**src/rtl/vdp_color_mixer.sv**
```systemverilog
// ============================================================================
// vdp_color_mixer : background/sprite priority, backdrop, left-column mask,
//                   blanking and Game Gear CRAM lookup to registered 4:4:4 RGB.
// Revision 1.0
// ============================================================================
`default_nettype none

module vdp_color_mixer #(
  parameter int H_ACTIVE = 256,
  parameter int V_ACTIVE = 192
) (
  input  logic       clk,
  input  logic       rst,
  input  logic [9:0] pixel_x,
  input  logic [9:0] pixel_y,
  input  logic [5:0] bg_color,
  input  logic       bg_priority,
  input  logic [3:0] spr_color,
  input  logic [3:0] backdrop_color,
  input  logic       mask_col0,
  input  logic       display_enable,
  input  logic       cram_we,
  input  logic [5:0] cram_addr,
  input  logic [7:0] cram_wd,
  output logic [3:0] red,
  output logic [3:0] green,
  output logic [3:0] blue,
  output logic       de
);

  localparam logic [9:0] C_H_ACTIVE = 10'(H_ACTIVE);
  localparam logic [9:0] C_V_ACTIVE = 10'(V_ACTIVE);

  logic [11:0] r_cram [32];
  logic [7:0]  r_latch;
  logic [4:0]  r_idx;
  logic        r_act;
  logic        w_active;
  logic [4:0]  w_idx;
  logic        w_unused;

  assign w_unused = bg_color[0];
  assign w_active = (pixel_x < C_H_ACTIVE) && (pixel_y < C_V_ACTIVE);

  // A background tile only wins over a sprite when its pattern value is nonzero.
  always_comb begin
    w_idx = bg_color[5:1];
    if (!display_enable || (mask_col0 && (pixel_x < 10'd8))) begin
      w_idx = {1'b1, backdrop_color};
    end else if ((spr_color != 4'd0) && !(bg_priority && (bg_color[4:1] != 4'd0))) begin
      w_idx = {1'b1, spr_color};
    end
  end

  // Even byte is held in the latch; odd byte commits the full 12-bit entry.
  always_ff @(posedge clk or posedge rst) begin
    if (rst) begin
      r_latch <= 8'h00;
      for (int i = 0; i < 32; i++) begin
        r_cram[i] <= 12'h000;
      end
    end else if (cram_we) begin
      if (!cram_addr[0]) begin
        r_latch <= cram_wd;
      end else begin
        r_cram[cram_addr[5:1]] <= {cram_wd[3:0], r_latch};
      end
    end
  end

  // Stage 2 reads the pre-write CRAM contents when a commit lands the same edge.
  always_ff @(posedge clk or posedge rst) begin
    if (rst) begin
      r_idx <= 5'd0;
      r_act <= 1'b0;
      red   <= 4'd0;
      green <= 4'd0;
      blue  <= 4'd0;
      de    <= 1'b0;
    end else begin
      r_idx <= w_active ? w_idx : 5'd0;
      r_act <= w_active;
      de    <= r_act;
      if (r_act) begin
        red   <= r_cram[r_idx][3:0];
        green <= r_cram[r_idx][7:4];
        blue  <= r_cram[r_idx][11:8];
      end else begin
        red   <= 4'd0;
        green <= 4'd0;
        blue  <= 4'd0;
      end
    end
  end

endmodule

`default_nettype wire

```
**config.mk**
```make
export PLATFORM = sky130hd
export DESIGN_NAME = vdp_color_mixer
export DESIGN_NICKNAME = d
export VERILOG_FILES = /design/src/rtl/vdp_color_mixer.sv
export SDC_FILE = /design/constraint.sdc
export NUM_CORES = 1
export LEC_CHECK = 0
export CORE_MARGIN = 4
export CORE_UTILIZATION = 25
export DETAILED_ROUTE_END_ITERATION = 8
export PLACE_DENSITY = 0.49
export SYNTH_ARGS = -nofsm -noshare
export SYNTH_HDL_FRONTEND = slang
export SYNTH_SLANG_ARGS = --single-unit
```
**constraint.sdc**
```tcl
create_clock -name clk -period 32.3 [get_ports clk]
set_input_delay 4.845 -clock clk [delete_from_list [all_inputs] [get_ports clk]]
set_output_delay 4.845 -clock clk [all_outputs]
set_load 0.05 [all_outputs]
```
After elaboration in Yosys (flattened, before gate mapping)
Cells that the tools add are included.

Flip-flop bits (word level): 411. Bits in latches: 0. Memory bits (writable): 0. Bits in read-only memories: 0. Input bits: 54. Output and inout port bits: 13. Logic and storage cells: 72. Memories: 0.

Add/subtract/negate cells: 0. Multipliers: 0. Divide/modulo/power cells: 0. $lt $le $gt $ge: 6. Equal/unequal tests: 0. Shift operators: 0. Mux-type cells: 12. Bitwise gates (word level): 3. Reductions and logical operators: 12.

Operators with widths (number): $bwmux W384 (1); $bmux W12 S5 (1); $demux W12 S5 (1); $mux W12 (3); $mux W5 (3); $ge A6 B6 Y1 const B (2); $mux W4 (3); $not A5 Y6 (2); $lt A10 B4 Y1 const B (1); $lt A10 B8 Y1 const B (1); $lt A10 B9 Y1 const B (1); $reduce_bool A4 Y1 (2); $lt A6 B1 Y1 const B (1); $logic_and A1 B1 Y1 (5); $reduce_and A2 Y1 (2); $logic_not A1 Y1 (2); $logic_or A1 B1 Y1 (1); $not A1 Y1 (1).

Longest topological paths before layout
Depth in word-level cells: 7. Mapped depth: 8. Depth with buffers taken out: 4.

Worst setup path before layout
No wires, ideal clock.

Path kind: input port to flip-flop. Start point: input cram_addr[1]. End point: register r_cram[216] (netlist name). Library setup time: 0.125 ns. Data arrival time: 5.999 ns. Required time: 32.175 ns. Path slack: 26.177 ns. Cell stages on the path: 5. Path buffers: 1. Cells stage by stage: inv_1 > or3_1 > nor2_1 > buf_4 > mux2_2.

Cells in the longest elaborated chain, start to end: 6. Elaborated cells between the ends (all ways): 7. Those cells by class: 2 x order compare; 3 x mux; 1 x bitwise; 1 x reduce/logical.

RTL lines: from (decl) (RTL line 23) `input logic [5:0] cram_addr,`; $not A5 Y6 (implied by the code) (*) (RTL line 66) `r_cram[cram_addr[5:1]] <= {cram_wd[3:0], r_latch};`; $ge A6 B6 Y1 (implied by the code) / $lt A6 B1 Y1 (equally long branches) (RTL line 66); $logic_and A1 B1 Y1 (implied by the code) (RTL line 66); $mux W12 (implied by the code) (RTL line 66); $demux W12 S5 (*) (RTL line 66); $bwmux W384 (*) (RTL line 66); to (signal, indexed assignment) (RTL line 66); to (decl) (RTL line 34) `logic [11:0] r_cram [32];`.

Mark *: on every way between the ends. The rest lies on a longest branch, timed or not. A chain may end at the register's enable or synchronous reset.

==> flow_summary.rst <==
.. list-table::
   :header-rows: 1

   * - Metric
     - Value
   * - Status
     - finished, final reports clean
   * - Critical path peak fanout
     - 137
   * - Bufs on Longest Clock Path
     - 3
   * - Cell count after synthesis
     - about 1,200
   * - Endpoint of the worst-slack reg-to-reg timing path
     - green[3]
   * - Fraction of the yosys area taken by sequential cells
     - 55.3%
   * - Total Die Area
     - 0.0789 mm2
   * - Post-synthesis register bit count
     - approximately 410
   * - Detail-routed net length per standard cell
     - 22.2 um
   * - Switching power as a share of total power
     - 24.0%
   * - Final Hold Viols
     - 0
   * - Placeable core region
     - 0.0733 mm2
   * - Die outline width
     - 281 um
   * - NumNets Final
     - 1,266
   * - Reg area
     - 0.0103 mm2
   * - DR iter-0 viols
     - approximately 580
   * - Setup repair after global routing missed its margin
     - no
   * - Most common flop cell mapped by yosys
     - sky130_fd_sc_hd__dfrtp_1
   * - Clock Root Buffer
     - sky130_fd_sc_hd__clkbuf_16
   * - Part of the power in combinational logic
     - a little under an eighth
   * - Setup CP Type
     - in2async
   * - Via count of the first global-routing pass
     - roughly 11,000
   * - Post-route ant nets
     - 0
   * - First-pass GRT wire length
     - around 74 mm
   * - Count of cells resized by post-cts repair
     - 0
   * - Area share of the largest cell type after synthesis
     - 55.3%
   * - Hold EP
     - r_cram[260]
   * - R2r worst-path depth
     - 5
   * - Ratio of cells with drive above 1 in the final layout
     - 46.7%
   * - Number of inserted filler cells in the final layout
     - 7,320
   * - Post-synthesis cell type count
     - 37
   * - Final-report max-slew violation count
     - 0
   * - Arrival time at the worst endpoint
     - 7.77 ns
   * - Transition time at the pin with the least slew margin
     - 1.32 ns
   * - Post-synthesis average cell area
     - 15.6 um2
   * - Row count
     - between 90 and 100
   * - Pin count of the biggest net entering global routing
     - around 140
   * - Buffer count from post-CTS setup fixing
     - 0
   * - Internal Pwr Total
     - 0.972 mW
   * - Syn nets
     - ~1,200
   * - Seq pwr share
     - roughly 50%
   * - Peak VDD IR
     - 0.0000419 V
   * - Power density normalized to cell area
     - 59.6 mW/mm2
   * - RR Startpoint
     - r_idx[1]
   * - Maximum clock skew at final layout
     - 0.0160 ns
   * - Top area cells in the synthesized netlist
     - sky130_fd_sc_hd__dfrtp_1, sky130_fd_sc_hd__mux2_2, sky130_fd_sc_hd__mux4_2, sky130_fd_sc_hd__mux4_1, sky130_fd_sc_hd__mux2i_1
   * - Share of flip-flops with an asynchronous set or reset after synthesis
     - between 90% and 100%
   * - Worst Setup Start Kind
     - input pin
   * - Hold_sp
     - r_cram[260]
   * - Final worst-path cycle share
     - 22.4%
   * - Fmax
     - 138 MHz
   * - H-tree level count
     - 2
   * - CTS tree
     - built
   * - Signed area change from the synthesized netlist to the final layout
     - 15.3%
   * - Number of setup violations in the final report
     - 0
   * - Data required, critical path
     - 32.84 ns
   * - Die Y
     - 281 um
   * - Net switching power of the design
     - 0.307 mW
   * - Final Wtd Congestion
     - 0.723
   * - Starting density of the core
     - 25.4%
   * - First-pass DRT Iterations
     - 4
   * - Worst slack on hold paths
     - 0.495 ns
   * - Leakage
     - 9.42 nW
   * - Maximum Capacitance Violations
     - 0
   * - I/O pin count
     - 67
   * - Drc violations
     - 0
   * - Setup slack of the most critical reg-to-reg path
     - around 29 ns
   * - Yosys Warn Count
     - 0
   * - Min cycle time layout
     - 7.23 ns
   * - Clk Latency, worst-skew pair
     - 0.57 ns
   * - Total cell area at the placement stage
     - 0.0200 mm2
   * - Via density per instance
     - 4.70
   * - Type of the worst min-delay path
     - reg2reg
   * - Dominant cell type by area after synthesis
     - sky130_fd_sc_hd__dfrtp_1
   * - Count of flip-flops with a built-in enable after synthesis
     - 0
   * - Grt ovf
     - 0
   * - Global Route Usage Sum
     - 12.5%
   * - Clock net sink count
     - just over 400
   * - Routed Wire Length
     - ~50 mm
   * - Total standard cell area after synthesis
     - 0.0186 mm2
   * - Area of combinational cells with multiple inputs
     - 0.00780 mm2
   * - Number of buffers inserted by hold repair at cts
     - 0
   * - Worst slew margin
     - about an eighth
   * - Vias post-DR
     - about 10,000
   * - Hold Path Cell Cnt
     - 1
   * - Half-perimeter wire length after placement
     - 28.9 mm
   * - PortBufs
     - 56
   * - CTS clock-pin slew for the worst setup and hold paths
     - roughly 0.05 ns
   * - Cell area after layout
     - 0.0215 mm2
   * - Summed negative setup slack over all endpoints
     - 0 ns
   * - Number of antenna violations at the first check in global routing
     - 0
   * - Proportion of power drawn by the clock network
     - between 30% and 40%
   * - Clock buffer count from CTS
     - 47
   * - Endpoint type of the worst setup path
     - async pin
   * - Antenna diode instance count
     - 0
[worst max-delay path by stage]
stage	slack [ns]	from	cells after the start	to
3_3_place_gp	24.29	rst	4	green[2]
5_1_grt	24.49	rst	4	r_cram[185]
6_report	25.07	rst	4	r_cram[137]
2_1_floorplan	16.02	rst	1	blue[0]
4_1_cts	24.81	rst	4	green[2]
3_5_place_dp	24.19	rst	4	red[0]
[per-stage QoR]
step | setup slack, ns | cells | util [%] | total power [mW]
after CTS | 24.81 | 2204 | 29.3 | 1.30
after global routing | 24.49 | 2204 | 29.3 | 1.34
after floorplan | 16.02 | 1192 | - | 0.740
after detailed placement | 24.19 | 2122 | 27.3 | 0.789
after global placement | 24.29 | 2122 | 27.3 | 0.779
final | 25.07 | 2204 | 29.3 | 1.28
[synth_stat cells, drive strengths merged, types with 12 or more instances]
| master | n |
|---|---|
| mux4 | 84 |
| clkbuf | 49 |
| nand2 | 25 |
| dfrtp | 411 |
| mux2 | 416 |
| nor2 | 26 |
| mux2i | 26 |
| a22oi | 12 |
| o221ai | 12 |
| buf | 56 |
| o21ai | 12 |
| a31oi | 12 |
[layout make-up]
cell class,count,share of cell area [%]
Multi-Input combinational cell,671,36.3
Clock buffer,77,6.44
Inverter,5,0.122
Timing Repair Buffer,76,3.31
Sequential cell,411,48.0
Clock inverter,5,0.245
Tap cell,959,5.59
[worst max-delay path, cell delays in order]
cell	delay, ns
sky130_fd_sc_hd__clkdlybuf4s50_1	0.49
sky130_fd_sc_hd__inv_8	0.57
sky130_fd_sc_hd__buf_4	0.82
sky130_fd_sc_hd__buf_4	0.86
[layout by cell type (no fill, tap or decap), drive strengths merged, types with 2 or more instances in the layout]
cell type      count
nor3               5
buf               20
a22oi             12
a311oi             2
nand2             25
mux2i             26
inv                5
mux4              84
clkinv             3
nand3b             3
nor4               2
a211oi             2
or3                2
a21boi             2
o2111ai            2
a31oi             12
o221ai            12
nor2              26
clkbuf            77
mux2             416
clkdlybuf4s50     56
a221oi            10
o21ai             12
nor3b              4
nand3              2
dfrtp            411
nand2b             2
nor2b              3
[power groups by stage]
stage          registers (mW)  clock network, mW  logic, mW
4_1_cts                 0.633              0.520      0.147
3_5_place_dp            0.642                  0      0.147
5_1_grt                 0.642              0.541      0.159
2_1_floorplan           0.620                  0      0.120
3_3_place_gp            0.637                  0      0.142
6_report                0.633              0.502      0.145
[kinds of logic (layout without fill, tap and decap cells)]
kind of cell	count (synthesis)	count (layout)	share of synthesized area, %
flops	411	411	55.3
buf+inv	110	163	2.99
compound gates	67	67	2.66
mux	526	526	37.1
simple gates	78	78	1.99
[routing by layer]
metal,share of wire [%],routed length [um],up-vias,global-route usage [%]
met5,0,0,-,0
met1,45,22000,5589,16.9
met4,2.6,1280,0,3.92
li1,-,-,4510,-
met3,4.6,2240,65,2.31
met2,48,23500,189,20.4
[flip-flops by register name (all words and copies together), names as in the netlist]
register	flops
blue	4
de	1
green	4
r_act	1
r_cram	384
r_idx	5
r_latch	8
red	4
No activity file was read; power rests on OpenSTA's default activity.
